<file path="config.mk">
export PLATFORM = sky130hd
export DESIGN_NAME = vga_pattern_sequencer
export DESIGN_NICKNAME = d
export VERILOG_FILES = /design/src/rtl/vga_pkg.sv /design/src/rtl/vga_timing_1280x1024.sv /design/src/rtl/vga_pattern_sequencer.sv
export SDC_FILE = /design/constraint.sdc
export NUM_CORES = 1
export LEC_CHECK = 0
export CAP_MARGIN = 20
export CORE_MARGIN = 2
export CORE_UTILIZATION = 23
export DETAILED_ROUTE_END_ITERATION = 10
export GPL_ROUTABILITY_DRIVEN = 0
export PLACE_DENSITY = 0.48
export SLEW_MARGIN = 20
export SYNTH_ARGS = -nofsm -noshare
export SYNTH_HDL_FRONTEND = slang
export SYNTH_HIERARCHICAL = 1
export SYNTH_SLANG_ARGS = --single-unit
</file>
<file path="constraint.sdc">
create_clock -name clk -period 3.2 [get_ports clk]
set_clock_uncertainty 0.2 [all_clocks]
set_input_delay 0.64 -clock clk [delete_from_list [all_inputs] [get_ports clk]]
set_output_delay 0.64 -clock clk [all_outputs]
set_load 0.01 [all_outputs]
</file>
<file path="src/rtl/vga_pkg.sv">
// vga_pkg: shared definitions for the 1280x1024@60 pattern sequencer.
//   Default raster timing (108 MHz pixel clock), derived totals, counter width,
//   the pattern code enumeration and the pattern rotation helper.
package vga_pkg;

  localparam int H_PIXELS_DEF = 1280;
  localparam int H_FP_DEF     = 48;
  localparam int H_SYNC_DEF   = 112;
  localparam int H_BP_DEF     = 248;
  localparam int H_TOTAL_DEF  = H_PIXELS_DEF + H_FP_DEF + H_SYNC_DEF + H_BP_DEF;  // 1688

  localparam int V_LINES_DEF  = 1024;
  localparam int V_FP_DEF     = 1;
  localparam int V_SYNC_DEF   = 3;
  localparam int V_BP_DEF     = 38;
  localparam int V_TOTAL_DEF  = V_LINES_DEF + V_FP_DEF + V_SYNC_DEF + V_BP_DEF;   // 1066

  localparam int CNT_W = 11;

  typedef enum logic [1:0] {
    PAT_SOLID   = 2'd0,
    PAT_STRIPES = 2'd1,
    PAT_BARS    = 2'd2,
    PAT_CHECK   = 2'd3
  } pattern_t;

  function automatic pattern_t next_pattern(input pattern_t p);
    case (p)
      PAT_SOLID:   return PAT_STRIPES;
      PAT_STRIPES: return PAT_BARS;
      PAT_BARS:    return PAT_CHECK;
      default:     return PAT_SOLID;
    endcase
  endfunction

endpackage

</file>
<file path="src/rtl/vga_timing_1280x1024.sv">
// vga_timing_1280x1024: raster counters and raw (unregistered) timing flags.
//   clk        in   pixel clock
//   clr        in   asynchronous active-high reset
//   hc, vc     out  horizontal / vertical counters
//   hsync_raw  out  horizontal sync derived from hc (active level SYNC_POL)
//   vsync_raw  out  vertical sync derived from vc (active level SYNC_POL)
//   vidon_raw  out  visible-region flag for the current (hc,vc)
//   frame_tick out  high on the last pixel of the frame
module vga_timing_1280x1024
  import vga_pkg::*;
#(
  parameter int H_PIXELS = H_PIXELS_DEF,
  parameter int H_FP     = H_FP_DEF,
  parameter int H_SYNC   = H_SYNC_DEF,
  parameter int H_BP     = H_BP_DEF,
  parameter int V_LINES  = V_LINES_DEF,
  parameter int V_FP     = V_FP_DEF,
  parameter int V_SYNC   = V_SYNC_DEF,
  parameter int V_BP     = V_BP_DEF,
  parameter bit SYNC_POL = 1'b1
) (
  input  logic             clk,
  input  logic             clr,
  output logic [CNT_W-1:0] hc,
  output logic [CNT_W-1:0] vc,
  output logic             hsync_raw,
  output logic             vsync_raw,
  output logic             vidon_raw,
  output logic             frame_tick
);

  localparam int H_TOTAL = H_PIXELS + H_FP + H_SYNC + H_BP;
  localparam int V_TOTAL = V_LINES + V_FP + V_SYNC + V_BP;

  logic [CNT_W-1:0] hc_reg, hc_next;
  logic [CNT_W-1:0] vc_reg, vc_next;
  logic             h_end, v_end;

  assign h_end = (hc_reg == CNT_W'(H_TOTAL - 1));
  assign v_end = (vc_reg == CNT_W'(V_TOTAL - 1));

  always_comb begin
    hc_next = h_end ? '0 : hc_reg + CNT_W'(1);
    vc_next = vc_reg;
    if (h_end) begin
      vc_next = v_end ? '0 : vc_reg + CNT_W'(1);
    end
  end

  always_ff @(posedge clk or posedge clr) begin
    if (clr) begin
      hc_reg <= '0;
      vc_reg <= '0;
    end else begin
      hc_reg <= hc_next;
      vc_reg <= vc_next;
    end
  end

  assign hc = hc_reg;
  assign vc = vc_reg;

  assign hsync_raw = ((hc_reg >= CNT_W'(H_PIXELS + H_FP)) &&
                      (hc_reg <  CNT_W'(H_PIXELS + H_FP + H_SYNC))) ? SYNC_POL : ~SYNC_POL;
  assign vsync_raw = ((vc_reg >= CNT_W'(V_LINES + V_FP)) &&
                      (vc_reg <  CNT_W'(V_LINES + V_FP + V_SYNC))) ? SYNC_POL : ~SYNC_POL;
  assign vidon_raw  = (hc_reg < CNT_W'(H_PIXELS)) && (vc_reg < CNT_W'(V_LINES));
  assign frame_tick = h_end && v_end;

endmodule

</file>
<file path="src/rtl/vga_pattern_sequencer.sv">
// vga_pattern_sequencer: raster timing plus frame-synchronous test pattern scheduling.
//   clk        in   pixel clock (108 MHz at default timing)
//   clr        in   asynchronous active-high reset
//   next_req   in   pulse: advance pattern at the next frame boundary
//   hold       in   1 = suspend auto-advance (requests still honoured)
//   next_ack   out  pulse on the boundary cycle that applies a requested advance
//   hc, vc     out  raw raster counters
//   hsync      out  registered horizontal sync, aligned with RGB
//   vsync      out  registered vertical sync, aligned with RGB
//   vidon      out  registered visible flag, aligned with RGB
//   frame_tick out  pulse on the last pixel of each frame
//   pattern    out  current pattern code
//   red/green/blue out registered 3/3/2 colour, zero outside the visible area
module vga_pattern_sequencer
  import vga_pkg::*;
#(
  parameter int H_PIXELS           = H_PIXELS_DEF,
  parameter int H_FP               = H_FP_DEF,
  parameter int H_SYNC             = H_SYNC_DEF,
  parameter int H_BP               = H_BP_DEF,
  parameter int V_LINES            = V_LINES_DEF,
  parameter int V_FP               = V_FP_DEF,
  parameter int V_SYNC             = V_SYNC_DEF,
  parameter int V_BP               = V_BP_DEF,
  parameter bit SYNC_POL           = 1'b1,
  parameter int FRAMES_PER_PATTERN = 120,
  parameter int STRIPE_LOG2        = 4
) (
  input  logic             clk,
  input  logic             clr,
  input  logic             next_req,
  input  logic             hold,
  output logic             next_ack,
  output logic [CNT_W-1:0] hc,
  output logic [CNT_W-1:0] vc,
  output logic             hsync,
  output logic             vsync,
  output logic             vidon,
  output logic             frame_tick,
  output logic [1:0]       pattern,
  output logic [2:0]       red,
  output logic [2:0]       green,
  output logic [1:0]       blue
);

  // Eight equal bars across the visible width (160 px at 1280).
  localparam int BAR_W = (H_PIXELS / 8 > 0) ? H_PIXELS / 8 : 1;
  localparam int FC_W  = (FRAMES_PER_PATTERN > 1) ? $clog2(FRAMES_PER_PATTERN) : 1;
  localparam logic [FC_W-1:0] FC_MAX = FC_W'(FRAMES_PER_PATTERN - 1);

  logic hsync_raw, vsync_raw, vidon_raw;

  vga_timing_1280x1024 #(
    .H_PIXELS (H_PIXELS),
    .H_FP     (H_FP),
    .H_SYNC   (H_SYNC),
    .H_BP     (H_BP),
    .V_LINES  (V_LINES),
    .V_FP     (V_FP),
    .V_SYNC   (V_SYNC),
    .V_BP     (V_BP),
    .SYNC_POL (SYNC_POL)
  ) u_timing (
    .clk        (clk),
    .clr        (clr),
    .hc         (hc),
    .vc         (vc),
    .hsync_raw  (hsync_raw),
    .vsync_raw  (vsync_raw),
    .vidon_raw  (vidon_raw),
    .frame_tick (frame_tick)
  );

  // ---------------- pattern FSM and request latch ----------------
  pattern_t         pattern_reg, pattern_next;
  logic [FC_W-1:0]  frame_cnt_reg, frame_cnt_next;
  logic             pending_reg, pending_next;
  logic             auto_due, req_seen;

  always_ff @(posedge clk or posedge clr) begin
    if (clr) begin
      pattern_reg   <= PAT_SOLID;
      frame_cnt_reg <= '0;
      pending_reg   <= 1'b0;
    end else begin
      pattern_reg   <= pattern_next;
      frame_cnt_reg <= frame_cnt_next;
      pending_reg   <= pending_next;
    end
  end

  always_comb begin
    // A request arriving on the boundary cycle itself is folded in directly.
    req_seen       = pending_reg | next_req;
    auto_due       = (frame_cnt_reg == FC_MAX) && !hold;
    pattern_next   = pattern_reg;
    frame_cnt_next = frame_cnt_reg;
    pending_next   = req_seen;
    next_ack       = 1'b0;
    if (frame_tick) begin
      if (auto_due || req_seen) begin
        pattern_next   = next_pattern(pattern_reg);
        frame_cnt_next = '0;
        pending_next   = 1'b0;
        next_ack       = req_seen;
      end else if (frame_cnt_reg != FC_MAX) begin
        // Saturates at the limit so that releasing hold advances at the next boundary.
        frame_cnt_next = frame_cnt_reg + FC_W'(1);
      end
    end
  end

  assign pattern = pattern_reg;

  // ---------------- colour generation ----------------
  logic [2:0]       red_next, green_next;
  logic [1:0]       blue_next;
  logic [CNT_W-1:0] bar_full;
  logic [2:0]       bar_idx;

  always_comb begin
    bar_full   = hc / CNT_W'(BAR_W);
    bar_idx    = bar_full[2:0];
    red_next   = 3'd0;
    green_next = 3'd0;
    blue_next  = 2'd0;
    if (vidon_raw) begin
      case (pattern_reg)
        PAT_SOLID: begin
          green_next = 3'd7;
        end
        PAT_STRIPES: begin
          if (vc[STRIPE_LOG2]) green_next = 3'd7;
          else                 red_next   = 3'd7;
        end
        PAT_BARS: begin
          red_next   = {3{bar_idx[2]}};
          green_next = {3{bar_idx[1]}};
          blue_next  = {2{bar_idx[0]}};
        end
        default: begin
          if (hc[6] ^ vc[6]) begin
            red_next   = 3'd7;
            green_next = 3'd7;
            blue_next  = 2'd3;
          end
        end
      endcase
    end
  end

  // Single output stage keeps sync/vidon aligned with the colour.
  always_ff @(posedge clk or posedge clr) begin
    if (clr) begin
      red   <= 3'd0;
      green <= 3'd0;
      blue  <= 2'd0;
      hsync <= ~SYNC_POL;
      vsync <= ~SYNC_POL;
      vidon <= 1'b0;
    end else begin
      red   <= red_next;
      green <= green_next;
      blue  <= blue_next;
      hsync <= hsync_raw;
      vsync <= vsync_raw;
      vidon <= vidon_raw;
    end
  end

endmodule
</file>
==> results of run 1 <==
-- per-stage QoR --
step / hold slack (ps) / util / cells
after global routing: 357 / 0.313 / 391
after CTS: 334 / 0.313 / 391
after detailed placement: 312 / 0.301 / 383
after floorplan: 278 / - / 223
final: 323 / 0.313 / 391
after global placement: 308 / 0.301 / 383
-- layout make-up --
| class | count | area (µm²) |
|---|---|---|
| timing repair buffer | 59 | 541 |
| clock buffer | 5 | 68.8 |
| clock inverter | 3 | 40.0 |
| tap | 111 | 139 |
| sequential | 38 | 951 |
| fill | 975 | 6260 |
| inverter | 12 | 45.0 |
| multi-input combinational | 163 | 1060 |
-- worst register-to-register path, stage by stage (launching register included) --
cell and delay [ps]:
dfrtp_1 380, or3b_4 400, or4_4 570, nor2_2 140, buf_4 150, and2_4 210, mux2_4 310
-- how the worst min path moves through the flow --
stage	from	endpoint	depth (start not counted)
final	u_timing/vc[8]	u_timing/vc[8]	1
after global routing	u_timing/vc[8]	u_timing/vc[8]	1
after CTS	u_timing/vc[8]	u_timing/vc[8]	1
after detailed placement	u_timing/vc[8]	u_timing/vc[8]	1
after global placement	pending_reg	pending_reg	2
after floorplan	pending_reg	pending_reg	2
-- report_power, final --
group | switching [µW] | internal, µW
sequential | 0.00000000000000790 | 480
combinational | 10.2 | 4.19
clock | 176 | 230
-- kinds of logic after synthesis --
| group | after synthesis | share of synthesized area |
|---|---|---|
| AOI/OAI and AO/OA | 30 | 0.0886 |
| xor gates and xnor gates | 18 | 0.0744 |
| adders and majority gates | 10 | 0.0579 |
| buffers and inverters | 22 | 0.0537 |
| DFF | 38 | 0.449 |
| muxes | 3 | 0.0171 |
| and+or+nand+nor | 102 | 0.260 |
-- repair_timing --
item | in CTS | in global routing
setup endpoints to repair | 2 | 0
endpoints found under the hold margin | 0 | 0
gates resized for setup | 3 | 0
-- per-layer routing --
| metal | global-route usage | wire length (µm) | vias up |
|---|---|---|---|
| met3 | 0.0230 | 173 | 6 |
| met5 | 0 | 0 | - |
| met2 | 0.180 | 2400 | 30 |
| li1 | - | - | 891 |
| met4 | 0.0285 | 48 | 0 |
| met1 | 0.145 | 2420 | 857 |
-- cells in the final DEF, fill, tap and decap left out, types with 4 or more instances in the layout --
| cell | netlist | layout |
|---|---|---|
| nand4_1 | 7 | 7 |
| nor2b_1 | 5 | 5 |
| inv_1 | 12 | 12 |
| a21oi_1 | 8 | 8 |
| clkdlybuf4s50_1 | 0 | 38 |
| o21ai_0 | 8 | 8 |
| nand3_1 | 8 | 8 |
| nand2_1 | 22 | 22 |
| nor3_1 | 6 | 6 |
| clkbuf_8 | 0 | 5 |
| xor2_1 | 11 | 11 |
| dfrtp_1 | 38 | 38 |
| buf_4 | 5 | 19 |
| nor2_1 | 24 | 23 |
| xnor2_1 | 7 | 7 |
| and3_1 | 4 | 4 |
| ha_1 | 9 | 9 |
| nand2b_1 | 7 | 7 |
==> results.json, run 1 <==
{
  "yosysTopAreaCellShare": 0.449,
  "power.total_uw": 899,
  "finalHoldViolCount": 0,
  "die_y_um": 100,
  "htree_levels": 2,
  "ys_seq_area_frac": 0.449,
  "path_clk_slew_ps": 80,
  "core_area_mm2": 0.00911,
  "worst_slew_pin_slew_ps": 611,
  "maxCapViolCount": 0,
  "cts_buffers": 5,
  "timing.final.crit_period_ps": 3030,
  "critPathCaptureType": "output port",
  "worstPathMaxFanout": 6,
  "critical-path-max-stage-delay_ps": 570,
  "ff2ff_path_depth": 6,
  "ir_drop_mv": 0.250,
  "synth_warnings": 6,
  "gr-usage-all-layers": 0.109,
  "rr_endpoint": "pattern[1]",
  "cts_buffer_depth": 2,
  "crit_cells": 5,
  "crit_buf_inv": 2,
  "first_iter_violations": 40,
  "worstPathRequired_ps": 2360,
  "core.rowCount": 35,
  "relSlewSlack": 0.592,
  "synthCells": 223,
  "crit_type": "flop to output port",
  "postPlaceCellArea_mm2": 0.00274,
  "root_buffer": "clkbuf_8",
  "start_util": 0.233,
  "avgSynthCellArea_um2": 9.50,
  "dieArea_mm2": 0.0100,
  "finalSetupViolCount": 0,
  "post_cts_buffers": 0,
  "startpoint_type": "flop",
  "synth_edf_count": 0,
  "grt_pass1_vias": 1790,
  "ios": 41,
  "path_delay_family": "simple AND/OR/NAND/NOR gates",
  "grt_pass1_wl_um": 8800,
  "arrival_ps": 2190,
  "grt_overflow": 0,
  "antenna_found_initial": 0,
  "max_freq_ghz": 0.330,
  "port_buffers": 40,
  "vias": 1784,
  "async_reset_ff_frac": 1.00,
  "setup_tns_ps": 0,
  "crit_end": "frame_tick",
  "hp-class": "flop to flop",
  "reg2reg_slack_ps": 720,
  "avgRoutedWirePerCell_um": 12.9,
  "synth.top_cells.by_count": "dfrtp_1, nor2_1, nand2_1",
  "syn_nets": 236,
  "drtPass1Iterations": 4,
  "routed_wl_um": 5050,
  "ant_nets": 0,
  "fin_area_mm2": 0.00285,
  "nNetsFinal": 292,
  "post-route-period-util": 0.946,
  "synthFlopType": "dfrtp_1",
  "post-place-ws_ps": 157,
  "grt_max_degree": 23,
  "drcViolationCount": 0,
  "n_antenna_cell": 0,
  "ys_ff_latch": 38,
  "via_per_inst": 4.56,
  "clk_latency_ps": 290,
  "status": "completed",
  "dp_hpwl_um": 3760,
  "r2r_start": "u_timing/hc[5]",
  "ctsHoldBuffers": 0,
  "rsz0062_at_grt": "false",
  "startpoint": "u_timing/hc[5]",
  "synth_most_common_cell": "dfrtp_1",
  "layout-drive-gt1-share": 0.129,
  "cts_tree": "done",
  "area_delta_synth_final_pct": 34.4,
  "chipWidth_um": 100,
  "p_per_area_mw_per_mm2": 316,
  "syn_area_mm2": 0.00212,
  "synth.top_cells.by_area": "dfrtp_1, ha_1, xor2_1",
  "drv_slew": 0,
  "path_cells": "or3b_4 > or4_4 > nor2_2 > buf_4 > dlygate4sd2_1",
  "clkSinkCount": 38,
  "cpMaxStageDelayCell": "or4_4",
  "ys_types": 49,
  "yosysTopAreaCell": "dfrtp_1",
  "leakagePower_uw": 0.00121,
  "setup_ws_ps": 172
}
Note: power is estimated with default switching activity, not from simulation.
==> run 2, diff against run 1 <==
CELL_PAD_IN_SITES_DETAIL_PLACEMENT = 0   (was not set)
CELL_PAD_IN_SITES_GLOBAL_PLACEMENT = 1   (was not set)
PLACE_DENSITY = 0.57   (was 0.48)
SYNTH_HIERARCHICAL = not set   (was 1)
==> run 2 against run 1 <==
- maximum frequency grew 1.0%
- die area grew 4.9%
- synthesized cell count grew 6.3%
- first-iteration DRC count grew 100%
- combinational power grew 10%
- critical path depth is the same
- largest cell class unchanged
- highest routed layer unchanged
- register-to-register slack gained 220 ps
- design area grew 3.4%
- synthesized area grew 5.1%
- global-route usage grew 0.29 points
- routed wire length grew 6.8%
- sequential power is essentially flat
==> results.json, run 2 <==
{
  "area_delta_synth_final_pct": 32.2,
  "postCtsResizedCells": 0,
  "multi_input_area_mm2": 0.00113,
  "synthCells": 237,
  "ctsHoldBuffers": 0,
  "synth.top_cells.by_area": "dfrtp_1, ha_1, o21ai_0",
  "arrival_ps": 2160,
  "syn_nets": 250,
  "drv_slew": 0,
  "leakagePower_uw": 0.00127,
  "layout_commonest_cell": "clkdlybuf4s50_1",
  "nNetsFinal": 296,
  "layout-drive-gt1-share": 0.123,
  "ys_seq_area_frac": 0.427,
  "ir_drop_mv": 0.144,
  "p_per_area_mw_per_mm2": 343,
  "core.rowCount": 35,
  "vias": 1841,
  "cts_tree": "done",
  "dieArea_mm2": 0.0105,
  "ff2ff_path_depth": 5,
  "cts_buffer_depth": 2,
  "synth_warnings": 0,
  "postPlaceCellArea_mm2": 0.00280,
  "seqCellArea_um2": 951,
  "maxCapViolCount": 0,
  "timing.final.crit_period_ps": 3000,
  "fin_area_mm2": 0.00295,
  "synthFlopType": "dfrtp_1",
  "worstPathMaxFanout": 9,
  "post-route-period-util": 0.937,
  "muxShareOfSynthArea": 0.0163,
  "yosysTopAreaCellShare": 0.427,
  "grt_pass1_vias": 1807,
  "drcViolationCount": 0,
  "cts_buffers": 5,
  "chipWidth_um": 102,
  "startpoint": "u_timing.vc[7]",
  "grt_max_degree": 39,
  "start_util": 0.239,
  "crit_type": "flop to output port",
  "startpoint_type": "flop",
  "hp-class": "flop to flop",
  "synth_edf_count": 0,
  "root_buffer": "clkbuf_8",
  "post_cts_buffers": 0,
  "via_per_inst": 4.46,
  "avgSynthCellArea_um2": 9.40,
  "reg2reg_slack_ps": 940,
  "synth_top_family_by_area": "simple AND/OR/NAND/NOR gates",
  "drtPass1Iterations": 4,
  "clk_latency_ps": 290,
  "synth_most_common_cell": "dfrtp_1",
  "yosysTopAreaCell": "dfrtp_1",
  "ant_nets": 0,
  "port_buffers": 40,
  "relSlewSlack": 0.633,
  "critPathCaptureType": "output port",
  "first_iter_violations": 80,
  "rsz0062_at_grt": "false",
  "ys_types": 55,
  "crit_end": "next_ack",
  "avgRoutedWirePerCell_um": 13.1,
  "path_clk_slew_ps": 80,
  "synth-xor-area-share": 0.0551,
  "status": "completed",
  "rr_endpoint": "pattern[1]",
  "htree_levels": 2,
  "fill_cells": 986,
  "ys_ff_latch": 38,
  "worst_slew_pin_slew_ps": 546,
  "finalSetupViolCount": 0,
  "gr-usage-all-layers": 0.112,
  "synth_compound_area_frac": 0.139,
  "grt_pass1_wl_um": 9130,
  "max_freq_ghz": 0.334,
  "synthAdderAreaFrac": 0.0596,
  "routed_wl_um": 5390,
  "dp_hpwl_um": 3940,
  "r2r_start": "frame_cnt_reg[0]",
  "grt_overflow": 0,
  "die_y_um": 102,
  "setup_tns_ps": 0,
  "ios": 41,
  "core_area_mm2": 0.00933,
  "async_reset_ff_frac": 1.00,
  "clkSinkCount": 38,
  "antenna_found_initial": 0,
  "synth.top_cells.by_count": "dfrtp_1, nor2_1, o21ai_0",
  "synthSimpleGateAreaFrac": 0.239,
  "syn_area_mm2": 0.00223,
  "finalHoldViolCount": 0,
  "worstPathRequired_ps": 2360,
  "final_cell_mix": "clkdlybuf4s50_1, dfrtp_1, nor2_1",
  "n_antenna_cell": 0
}
-- run 2: cell count changes in the layout (fill, tap and decap cells not counted), sizes merged, moves of 3 or more --
cell    before  now
xor2        11    6
nor3         6    2
o21ai        9   23
nor2b        5    1
nand2b       7    1
or3          1    5
buf         19   13
nand3        8   13
nand4        7    4
-- run 2: power breakdown --
group	leakage, µW	internal, µW	switching (µW)
registers	0.000492	481	1.36
logic	0.000706	4.92	11.0
clock network	0.0000714	333	180
total	0.00127	819	193
-- run 2: kinds of logic (layout without fill, tap and decap cells) --
group	count (synthesis)	in the layout
mux	3	3
buf+inv	28	75
compound gates	50	50
fa+ha+maj	11	11
xor+xnor	14	14
simple gates	93	93
flops	38	38
-- run 2: layer usage --
metal | global-route usage | routed length [µm]
met1 | 0.159 | 2700
met2 | 0.170 | 2430
met3 | 0.0212 | 192
met4 | 0.0369 | 68
met5 | 0 | 0
-- run 2: worst max-delay path, stage by stage (launching register included) --
cell and delay [ps]:
dfrtp_1 440, nor4b_2 380, and3_2 300, nand2_4 100, nor2_1 110, clkdlybuf4s50_1 540
-- run 2: final cells by class --
cell class              count  area share
clock buffers               6      0.0280
clock inverters             2      0.0204
inverters                  14      0.0195
multi-input cells         171       0.385
flip-flops and latches     38       0.323
well taps                 129      0.0548
repair buffers             53       0.169
-- run 2: through the flow --
| step | std cells | utilization | setup slack, ps | hold slack, ps | total power [µW] |
|---|---|---|---|---|---|
| 6_report | 413 | 0.316 | 203 | 310 | 1010 |
| 5_1_grt | 413 | 0.316 | 40.8 | 355 | 1050 |
| 4_1_cts | 413 | 0.316 | 155 | 312 | 1030 |
| 3_5_place_dp | 405 | 0.300 | 503 | 301 | 509 |
| 3_3_place_gp | 405 | 0.300 | 515 | 299 | 509 |
| 2_1_floorplan | 237 | - | 1040 | 267 | 500 |
-- run 2: worst min path at each step --
stage,from,to,slack [ps],cells past startpoint
6_report,frame_cnt_reg[0],frame_cnt_reg[0],310,1
5_1_grt,frame_cnt_reg[4],frame_cnt_reg[4],350,1
4_1_cts,frame_cnt_reg[0],frame_cnt_reg[0],310,1
3_5_place_dp,frame_cnt_reg[0],frame_cnt_reg[0],300,1
3_3_place_gp,frame_cnt_reg[0],frame_cnt_reg[0],300,1
2_1_floorplan,frame_cnt_reg[0],frame_cnt_reg[0],270,1
